$ cat src/rtl/ram_arbiter_if.sv
// ram_arbiter_if
//  Bundles the two requester command ports, the shared read-data/status
//  outputs and the single-port RAM connection of ram_arbiter.
//  Ports (all signals, directions seen from the arbiter / slave modport):
//    a_req, a_we, a_addr, a_wdata   in   requester A command
//    a_gnt, a_done                  out  requester A grant / completion pulse
//    b_req, b_we, b_addr, b_wdata   in   requester B command
//    b_gnt, b_done                  out  requester B grant / completion pulse
//    rdata                          out  last read data
//    busy                           out  arbiter not idle
//    mem_address, mem_data, mem_wren out to memoram
//    mem_q                          in   from memoram
//  modport slave  : the arbiter
//  modport master : requester/RAM side (user logic or a testbench)
interface ram_arbiter_if #(
  parameter int AW = 5,
  parameter int DW = 8
);
  logic          a_req;
  logic          a_we;
  logic [AW-1:0] a_addr;
  logic [DW-1:0] a_wdata;
  logic          a_gnt;
  logic          a_done;

  logic          b_req;
  logic          b_we;
  logic [AW-1:0] b_addr;
  logic [DW-1:0] b_wdata;
  logic          b_gnt;
  logic          b_done;

  logic [DW-1:0] rdata;
  logic          busy;

  logic [AW-1:0] mem_address;
  logic [DW-1:0] mem_data;
  logic          mem_wren;
  logic [DW-1:0] mem_q;

  modport slave (
    input  a_req, a_we, a_addr, a_wdata,
    output a_gnt, a_done,
    input  b_req, b_we, b_addr, b_wdata,
    output b_gnt, b_done,
    output rdata, busy,
    output mem_address, mem_data, mem_wren,
    input  mem_q
  );

  modport master (
    output a_req, a_we, a_addr, a_wdata,
    input  a_gnt, a_done,
    output b_req, b_we, b_addr, b_wdata,
    input  b_gnt, b_done,
    input  rdata, busy,
    input  mem_address, mem_data, mem_wren,
    output mem_q
  );
endinterface

$ cat src/rtl/ram_arbiter.sv
// ram_arbiter
//  Two-requester round-robin arbiter/sequencer for a single-port RAM.
//  A command from A or B is latched in IDLE, presented to the RAM in ISSUE,
//  reads wait RD_LATENCY cycles for mem_q, and RESP pulses the owner's done.
//  Ports:
//    clock   in   rising-edge system clock
//    reset   in   synchronous active-high reset
//    bus     ram_arbiter_if.slave  requester commands, grants, done pulses,
//            rdata, busy and the memoram address/data/wren/q connection
//  Parameters: AW address width, DW data width (must match the interface),
//              RD_LATENCY RAM read latency in cycles, legal 1..4.
module ram_arbiter #(
  parameter int AW         = 5,
  parameter int DW         = 8,
  parameter int RD_LATENCY = 1
) (
  input logic          clock,
  input logic          reset,
  ram_arbiter_if.slave bus
);

  typedef enum logic [1:0] {
    S_IDLE  = 2'd0,
    S_ISSUE = 2'd1,
    S_WAIT  = 2'd2,
    S_RESP  = 2'd3
  } state_t;

  state_t        r_state;
  state_t        w_state_next;
  logic [1:0]    r_cnt;
  logic [1:0]    w_cnt_next;

  // Command register: owner 0 = A, 1 = B.
  logic          r_cmd_we;
  logic [AW-1:0] r_cmd_addr;
  logic [DW-1:0] r_cmd_wdata;
  logic          r_cmd_owner;

  // Round-robin pointer: 1 means B was served last, so A wins a tie.
  logic          r_last_b;
  logic [DW-1:0] r_rdata;

  logic          w_load;
  logic          w_owner_sel;
  logic          w_rdata_load;
  logic          w_ptr_load;

  always_comb begin
    w_state_next = r_state;
    w_cnt_next   = r_cnt;
    w_load       = 1'b0;
    w_owner_sel  = 1'b0;
    w_rdata_load = 1'b0;
    w_ptr_load   = 1'b0;
    case (r_state)
      S_IDLE: begin
        if (bus.a_req || bus.b_req) begin
          w_load = 1'b1;
          // B wins when it is alone, or on a tie when A was served last.
          w_owner_sel  = bus.b_req && (!bus.a_req || !r_last_b);
          w_state_next = S_ISSUE;
        end
      end
      S_ISSUE: begin
        if (r_cmd_we) begin
          w_state_next = S_RESP;
        end else begin
          w_state_next = S_WAIT;
          w_cnt_next   = 2'(RD_LATENCY - 1);
        end
      end
      S_WAIT: begin
        if (r_cnt == 2'd0) begin
          w_rdata_load = 1'b1;
          w_state_next = S_RESP;
        end else begin
          w_cnt_next = r_cnt - 2'd1;
        end
      end
      S_RESP: begin
        w_ptr_load   = 1'b1;
        w_state_next = S_IDLE;
      end
      default: w_state_next = S_IDLE;
    endcase
  end

  always_ff @(posedge clock) begin
    if (reset) begin
      r_state     <= S_IDLE;
      r_cnt       <= 2'd0;
      r_cmd_we    <= 1'b0;
      r_cmd_addr  <= '0;
      r_cmd_wdata <= '0;
      r_cmd_owner <= 1'b0;
      r_last_b    <= 1'b1;
      r_rdata     <= '0;
    end else begin
      r_state <= w_state_next;
      r_cnt   <= w_cnt_next;
      if (w_load) begin
        r_cmd_owner <= w_owner_sel;
        r_cmd_we    <= w_owner_sel ? bus.b_we    : bus.a_we;
        r_cmd_addr  <= w_owner_sel ? bus.b_addr  : bus.a_addr;
        r_cmd_wdata <= w_owner_sel ? bus.b_wdata : bus.a_wdata;
      end
      if (w_rdata_load) begin
        r_rdata <= bus.mem_q;
      end
      if (w_ptr_load) begin
        r_last_b <= r_cmd_owner;
      end
    end
  end

  // RAM side comes only from the command register; address/data simply
  // stay on the last command between operations.
  assign bus.mem_address = r_cmd_addr;
  assign bus.mem_data    = r_cmd_wdata;
  assign bus.mem_wren    = (r_state == S_ISSUE) && r_cmd_we;

  assign bus.busy   = (r_state != S_IDLE);
  assign bus.a_gnt  = (r_state != S_IDLE) && !r_cmd_owner;
  assign bus.b_gnt  = (r_state != S_IDLE) &&  r_cmd_owner;
  assign bus.a_done = (r_state == S_RESP) && !r_cmd_owner;
  assign bus.b_done = (r_state == S_RESP) &&  r_cmd_owner;
  assign bus.rdata  = r_rdata;

endmodule

$ cat src/flat_wrapper.sv
// flat-port wrapper written by rule: the top's interface ports become plain ports
module ram_arbiter_flat 
#(
  parameter int AW         = 5,
  parameter int DW         = 8,
  parameter int RD_LATENCY = 1
)
  (clock, reset, bus_a_req, bus_a_we, bus_a_addr, bus_a_wdata, bus_a_gnt, bus_a_done, bus_b_req, bus_b_we, bus_b_addr, bus_b_wdata, bus_b_gnt, bus_b_done, bus_rdata, bus_busy, bus_mem_address, bus_mem_data, bus_mem_wren, bus_mem_q);
  ram_arbiter_if #(.AW(AW), .DW(DW)) bus_i ();
  input logic clock;
  input logic reset;
  input wire logic [$bits(bus_i.a_req)-1:0] bus_a_req;
  input wire logic [$bits(bus_i.a_we)-1:0] bus_a_we;
  input wire logic [$bits(bus_i.a_addr)-1:0] bus_a_addr;
  input wire logic [$bits(bus_i.a_wdata)-1:0] bus_a_wdata;
  output wire logic [$bits(bus_i.a_gnt)-1:0] bus_a_gnt;
  output wire logic [$bits(bus_i.a_done)-1:0] bus_a_done;
  input wire logic [$bits(bus_i.b_req)-1:0] bus_b_req;
  input wire logic [$bits(bus_i.b_we)-1:0] bus_b_we;
  input wire logic [$bits(bus_i.b_addr)-1:0] bus_b_addr;
  input wire logic [$bits(bus_i.b_wdata)-1:0] bus_b_wdata;
  output wire logic [$bits(bus_i.b_gnt)-1:0] bus_b_gnt;
  output wire logic [$bits(bus_i.b_done)-1:0] bus_b_done;
  output wire logic [$bits(bus_i.rdata)-1:0] bus_rdata;
  output wire logic [$bits(bus_i.busy)-1:0] bus_busy;
  output wire logic [$bits(bus_i.mem_address)-1:0] bus_mem_address;
  output wire logic [$bits(bus_i.mem_data)-1:0] bus_mem_data;
  output wire logic [$bits(bus_i.mem_wren)-1:0] bus_mem_wren;
  input wire logic [$bits(bus_i.mem_q)-1:0] bus_mem_q;
  assign bus_i.a_req = bus_a_req;
  assign bus_i.a_we = bus_a_we;
  assign bus_i.a_addr = bus_a_addr;
  assign bus_i.a_wdata = bus_a_wdata;
  assign bus_a_gnt = bus_i.a_gnt;
  assign bus_a_done = bus_i.a_done;
  assign bus_i.b_req = bus_b_req;
  assign bus_i.b_we = bus_b_we;
  assign bus_i.b_addr = bus_b_addr;
  assign bus_i.b_wdata = bus_b_wdata;
  assign bus_b_gnt = bus_i.b_gnt;
  assign bus_b_done = bus_i.b_done;
  assign bus_rdata = bus_i.rdata;
  assign bus_busy = bus_i.busy;
  assign bus_mem_address = bus_i.mem_address;
  assign bus_mem_data = bus_i.mem_data;
  assign bus_mem_wren = bus_i.mem_wren;
  assign bus_i.mem_q = bus_mem_q;
  ram_arbiter #(.AW(AW), .DW(DW), .RD_LATENCY(RD_LATENCY)) u_core (.clock(clock), .reset(reset), .bus(bus_i));
endmodule
$ cat config.mk
export PLATFORM = sky130hd
export DESIGN_NAME = ram_arbiter_flat
export DESIGN_NICKNAME = d
export VERILOG_FILES = /design/src/rtl/ram_arbiter_if.sv /design/src/rtl/ram_arbiter.sv /design/src/flat_wrapper.sv
export SDC_FILE = /design/constraint.sdc
export NUM_CORES = 1
export LEC_CHECK = 0
export ABC_CLOCK_PERIOD_IN_PS = 5600
export CAP_MARGIN = 20
export CORE_ASPECT_RATIO = 2
export CORE_UTILIZATION = 35
export CTS_CLUSTER_SIZE = 16
export DETAILED_ROUTE_END_ITERATION = 12
export GPL_ROUTABILITY_DRIVEN = 0
export PLACE_DENSITY = 0.72
export SLEW_MARGIN = 20
export SYNTH_ARGS = -nofsm -noshare
export SYNTH_HDL_FRONTEND = slang
export SYNTH_SLANG_ARGS = --single-unit
$ cat constraint.sdc
create_clock -name clock -period 5.6 [get_ports clock]
set_clock_uncertainty 0.2 [all_clocks]
set_input_delay 1.68 -clock clock [delete_from_list [all_inputs] [get_ports clock]]
set_output_delay 1.68 -clock clock [all_outputs]
set_load 0.005 [all_outputs]
==> run metrics, run 1 <==
Syn Area/Cell 8.69 sq um; postcts setup bufs 0; crit path time final 3790 ps; synth-to-layout area growth 50.1%; initial drt markers 14; largest family of logic cells by synthesized area compound AO/OA/AOI/OAI gates; HPWL after DPL 2820 um; flops & latches, synth 28; Root Buffer clkbuf_8; VDD IR max 275 uV; Num CTS Buffers 3; post-synth top area cell dfxtp_1; top-area cell type share of the netlist area 39.6%; vias in the first global route 1420; final setup vio count 0; Final Hold Violating Endpoints 0; largest fanout on the critical path 16; Post-CTS Hold Buffers 0; htree depth 1; type of the worst setup path reg -> out; Synth area leaders dfxtp_1 (40%), a2111oi_0 (11%), a2111oi_2 (9.5%), inv_1 (5.3%), nor2_1 (4.8%); Antenna Cells 0; CTS tree done; critical path's top delay family buffers and inverters; WL final 3800 um; Fmax 264 MHz; Final period util 67.6%; Worst Path Required 3720 ps; total die area 4320 sq um; CP endpoint kind output port; Mapped Nets 208; worst path buffer plus inverter count 3; PostCTS Resize Cnt 0; Via density 5.27; Routed Antenna Nets 0; core area 3840 sq um; routed len/inst 14.0 um; Max Transition Viols Final 0; CTS sink count 28; DRC 0; Pleak 0.000788 uW; xor/xnor share of the synthesized area 0%; placed standard-cell area 2080 sq um; startpoint types flip-flop; complex-gate fraction of the synthesized area 29.2%; die width 47.0 um; status finished, final reports clean; # IOs 67; Netlist cell types 30; Max Cap Viol 0; Synth Instances 163; Simple-Gate Fraction of Synth Area 16.0%; Hold Path Class reg -> reg; power density over cell area 389 nW/um^2; Reg clk slew, reported paths 90 ps; Seq/Total Area, Yosys 39.6%; Setup TNS 0 ps; initial antenna violation count 0; final layout net count 267; Pre-Repair DR Iteration Count 4; max incr delay on CP 550 ps; Mapped Area 1420 sq um; unrepaired setup endpoints after global routing false; IO Port Bufs 66; crit path DAT 1910 ps; slew margin rel. 55.5%; CP Cell Sequence inv_1 -> ha_1 -> inv_2 -> clkdlybuf4s50_1; adder-cell share of the synthesized area 4.42%; Initial Utilization 36.8%; Die Y 92.0 um; layout cells sized above 1 7.73%; pin count of the biggest net entering global routing 20; clk buf depth 2; GRT Total Usage 19.1%; synth warn 0; slew at the pin with the worst max-slew slack 665 ps; Slowest-stage cell, CP clkdlybuf4s50_1; Clock Latency Late Sink 270 ps; first-pass GRT wire length 6200 um; num rows 32; proportion of synthesized area in mux cells 0.707%; Finished Cell Area 2130 sq um; GRT overflow 0; via count 1429
## stage by stage
| stage | std cells | hold WS [ps] | setup slack [ps] | utilization (%) | power [uW] |
|---|---|---|---|---|---|
| floorplan | 163 | 235 | 2620 | - | 539 |
| global placement | 268 | 242 | 1750 | 54.2 | 718 |
| detailed placement | 268 | 249 | 1670 | 54.2 | 729 |
| CTS | 271 | 263 | 1800 | 55.3 | 840 |
| global route | 271 | 290 | 1680 | 55.3 | 896 |
| finish | 271 | 261 | 1810 | 55.3 | 827 |
## power by group
| group | switching [uW] | internal [uW] |
|---|---|---|
| Combinational | 210 | 217 |
| Sequential | 36.2 | 257 |
| Clock | 59.0 | 48.2 |
## flip-flops by register name (all words and copies together), names as in the netlist
name                    flops
u_core.r_state              2
u_core.bus.mem_data         8
u_core.r_cmd_we             1
u_core.r_cmd_owner          1
u_core.bus.mem_address      5
u_core.r_cnt                2
u_core.bus.rdata            8
u_core.r_last_b             1
## cells in the mapped netlist (all sizes together)
cell type,n
a21oi,11
o32ai,1
buf,8
o31ai,2
a2111oi,28
dfxtp,28
clkbuf,5
nand3,10
and3,2
o21a,1
a2111o,1
nor2b,2
ha,5
and2,1
a211o,1
nand2,11
inv,21
nand4,1
mux2i,1
o21ai,1
or2,1
nor2,19
nand2b,2
## worst min-delay path, cell delays in order (launching register included)
cell	delay [ps]
dfxtp_1	320
nand2_1	50
a21oi_1	50
## path summary, 6_finish.rpt
path,slack (ps),from,cells past startpoint,endpoint
worst max-delay path,1810,u_core.r_state[1]$_SDFFE_PP0P_,4,bus_busy
worst min-delay path,260,u_core.bus.rdata[7]$_SDFFE_PP0P_,2,u_core.bus.rdata[7]$_SDFFE_PP0P_
worst min register to register,260,u_core.bus.rdata[7]$_SDFFE_PP0P_,2,u_core.bus.rdata[7]$_SDFFE_PP0P_
worst max register to register,3430,u_core.r_state[1]$_SDFFE_PP0P_,5,u_core.r_cmd_we$_SDFFE_PP0P_
## placed cells by master (no fill, tap or decap), drive strengths merged, types with 3 or more instances in the layout
| cell | instances |
|---|---|
| clkdlybuf4s50 | 66 |
| dfxtp | 28 |
| a2111oi | 28 |
| inv | 21 |
| nor2 | 19 |
| nand2 | 11 |
| a21oi | 11 |
| nand3 | 10 |
| ha | 5 |
| clkbuf | 3 |
## final cells by class
class | count | area [sq um]
multi-input combinational | 101 | 713
inverter | 21 | 78.8
timing repair buffer | 67 | 668
fill | 381 | 1720
tap | 51 | 63.8
clock buffer | 3 | 41.3
sequential | 28 | 561
## kinds of logic after synthesis
kind of cell | count (synthesis)
AND/OR/NAND/NOR | 49
flip-flops | 28
adder cells (fa/ha/maj) | 5
buffers and inverters | 34
multiplexers | 1
AO/OA/AOI/OAI | 46
## per-layer routing
layer / wire, um / global-route usage [%]
met1: 1420 / 21.4
met5: 0 / 0
met4: 81 / 7.86
met3: 158 / 2.17
met2: 2140 / 33.7
No activity file was read; power rests on OpenSTA's default activity.
==> inputs of run 2 (changes only) <==
--- a/config.mk
+++ b/config.mk
@@ -5,14 +5,14 @@
 export SDC_FILE = /design/constraint.sdc
 export NUM_CORES = 1
 export LEC_CHECK = 0
-export ABC_CLOCK_PERIOD_IN_PS = 5600
+export ABC_CLOCK_PERIOD_IN_PS = 3400
 export CAP_MARGIN = 20
 export CORE_ASPECT_RATIO = 2
 export CORE_UTILIZATION = 35
 export CTS_CLUSTER_SIZE = 16
 export DETAILED_ROUTE_END_ITERATION = 12
 export GPL_ROUTABILITY_DRIVEN = 0
-export PLACE_DENSITY = 0.72
+export PLACE_DENSITY = 0.75
 export SLEW_MARGIN = 20
 export SYNTH_ARGS = -nofsm -noshare
 export SYNTH_HDL_FRONTEND = slang
==> constraint.sdc (replaced) <==
create_clock -name clock -period 3.4 [get_ports clock]
set_clock_uncertainty 0.2 [all_clocks]
set_input_delay 1.02 -clock clock [delete_from_list [all_inputs] [get_ports clock]]
set_output_delay 1.02 -clock clock [all_outputs]
set_load 0.005 [all_outputs]
==> run 2 against run 1 <==
  * Register-to-register slack lost 2100 ps
  * Clock power is 94% higher
  * Utilization is 0.75 points higher
  * Flip-flop and latch count stayed put
  * Design area up 1.4%
  * Combinational power is 65% higher
  * Setup slack got worse by 1600 ps
  * Critical endpoint unchanged
  * Largest power group unchanged
  * Critical path type unchanged
  * Critical path depth unchanged
  * Wire length is 0.90% lower
==> run metrics, run 2 (same netlist as run 1, synthesis figures left out) <==
num rows 32 (unchanged); slew at the pin with the worst max-slew slack 600 ps (-64.4 ps); total die area 4320 sq um (unchanged); Hold Path Class reg -> reg; Slowest-stage cell, CP clkdlybuf4s50_1; vias in the first global route 1430 (+0.70%); leading cell types in the layout, fill and taps excluded clkdlybuf4s50_1 (66), dfxtp_1 (28), inv_1 (20); DRC 0 (unchanged); Clock Latency Late Sink 270 ps (about the same); Worst Path Required 2180 ps (-1540 ps); core area 3840 sq um (unchanged); final setup vio count 0 (unchanged); htree depth 1 (unchanged); Num CTS Buffers 3 (unchanged); GRT Total Usage 18.9% (-0.13 points); critical path's top delay family buffers and inverters; Die Y 92.0 um (unchanged); initial antenna violation count 0 (unchanged); synth-to-layout area growth 52.1%; initial drt markers 31 (+17); Setup TNS 0 ps (unchanged); Post-CTS Hold Buffers 0 (unchanged); CTS sink count 28 (unchanged); Max Cap Viol 0 (unchanged); IO Port Bufs 66 (unchanged); crit path DAT 1930 ps (+20 ps); Reg clk slew, reported paths 90 ps (about the same); commonest non-fill, non-tap cell in the layout clkdlybuf4s50_1; type of the worst setup path reg -> out; Pre-Repair DR Iteration Count 4 (unchanged); power density over cell area 648 nW/um^2 (+67%); first-pass GRT wire length 6170 um (-0.56%); CP Cell Sequence inv_1 -> ha_1 -> inv_2 -> clkdlybuf4s50_1; layout cells sized above 1 8.97% (+1.2 points); HPWL after DPL 2810 um (-0.62%); Fmax 317 MHz; Max Transition Viols Final 0 (unchanged); # IOs 67 (unchanged); Pleak 0.000805 uW (+2.1%); Root Buffer clkbuf_8; postcts setup bufs 0 (unchanged); Final period util 92.8%; largest fanout on the critical path 16 (unchanged); GRT overflow 0 (unchanged); pin count of the biggest net entering global routing 18 (-10%); slew margin rel. 59.9% (+4.4 points); VDD IR max 386 uV (+40%); clk buf depth 2 (unchanged); placed standard-cell area 2100 sq um (+0.72%); Antenna Cells 0 (unchanged); max incr delay on CP 550 ps (about the same); Routed Antenna Nets 0 (unchanged); crit path time final 3150 ps; CTS tree done; via count 1421 (-0.56%); unrepaired setup endpoints after global routing false; Power Total 1400 uW (+69%); startpoint types flip-flop; CP endpoint kind output port; PostCTS Resize Cnt 0 (unchanged); Via density 5.19 (-1.6%); worst path buffer plus inverter count 3 (unchanged); die width 47.0 um (unchanged); status finished, final reports clean; final layout net count 269 (+0.75%); Initial Utilization 36.8% (unchanged); WL final 3760 um (-0.90%); routed len/inst 13.7 um (-2.0%); Final Hold Violating Endpoints 0 (unchanged); Finished Cell Area 2150 sq um (+1.4%)
run 2: cell types whose count changed in the layout (fill, tap and decap cells not counted), sizes merged:
cell / previous run / this run
buf: 1 / 3
clkbuf: 3 / 4
run 2: area by class of cell:
| type | count | area, sq um |
|---|---|---|
| Tap cell | 51 | 63.8 |
| Multi-Input combinational cell | 101 | 713 |
| Inverter | 21 | 78.8 |
| Fill cell | 390 | 1690 |
| Clock buffer | 4 | 55.1 |
| Sequential cell | 28 | 561 |
| Timing Repair Buffer | 69 | 683 |
run 2: path summary, 6_finish.rpt:
check / startpoint / to / slack, ps / depth (start not counted)
setup / recovery: u_core.r_state[0]$_SDFFE_PP0P_ / bus_busy / 250 / 4
hold / removal: u_core.bus.rdata[5]$_SDFFE_PP0P_ / u_core.bus.rdata[5]$_SDFFE_PP0P_ / 260 / 2
setup reg to reg: u_core.r_state[0]$_SDFFE_PP0P_ / u_core.bus.mem_data[6]$_SDFFE_PP0P_ / 1290 / 5
hold reg to reg: u_core.bus.rdata[5]$_SDFFE_PP0P_ / u_core.bus.rdata[5]$_SDFFE_PP0P_ / 260 / 2
run 2: power by group:
| part | total [uW] | switching (uW) | internal (uW) |
|---|---|---|---|
| combinational | 706 | 347 | 359 |
| sequential | 483 | 59.4 | 423 |
| clock | 208 | 104 | 104 |
| total | 1400 | 510 | 886 |
run 2: worst reg2reg max path, stage by stage, from the launching register on:
cell and delay [ps]:
dfxtp_1 360, inv_1 100, ha_1 390, o21a_1 530
nor2_1 70, a2111oi_0 350
run 2: routing by layer:
metal	routed length, um	share of wire, %	GRT usage [%]
met2	2100	56	34.7
met1	1460	39	20.4
met3	138	3.7	1.77
met5	0	0	0
met4	68	1.8	7.14
run 2: per-stage QoR:
step	instances	util [%]	setup WS, ps	hold WS, ps
finish	274	56.1	246	259
floorplan	163	-	1080	235
global route	274	56.1	123	286
global placement	270	54.6	384	242
CTS	274	56.1	241	262
detailed placement	270	54.6	332	248
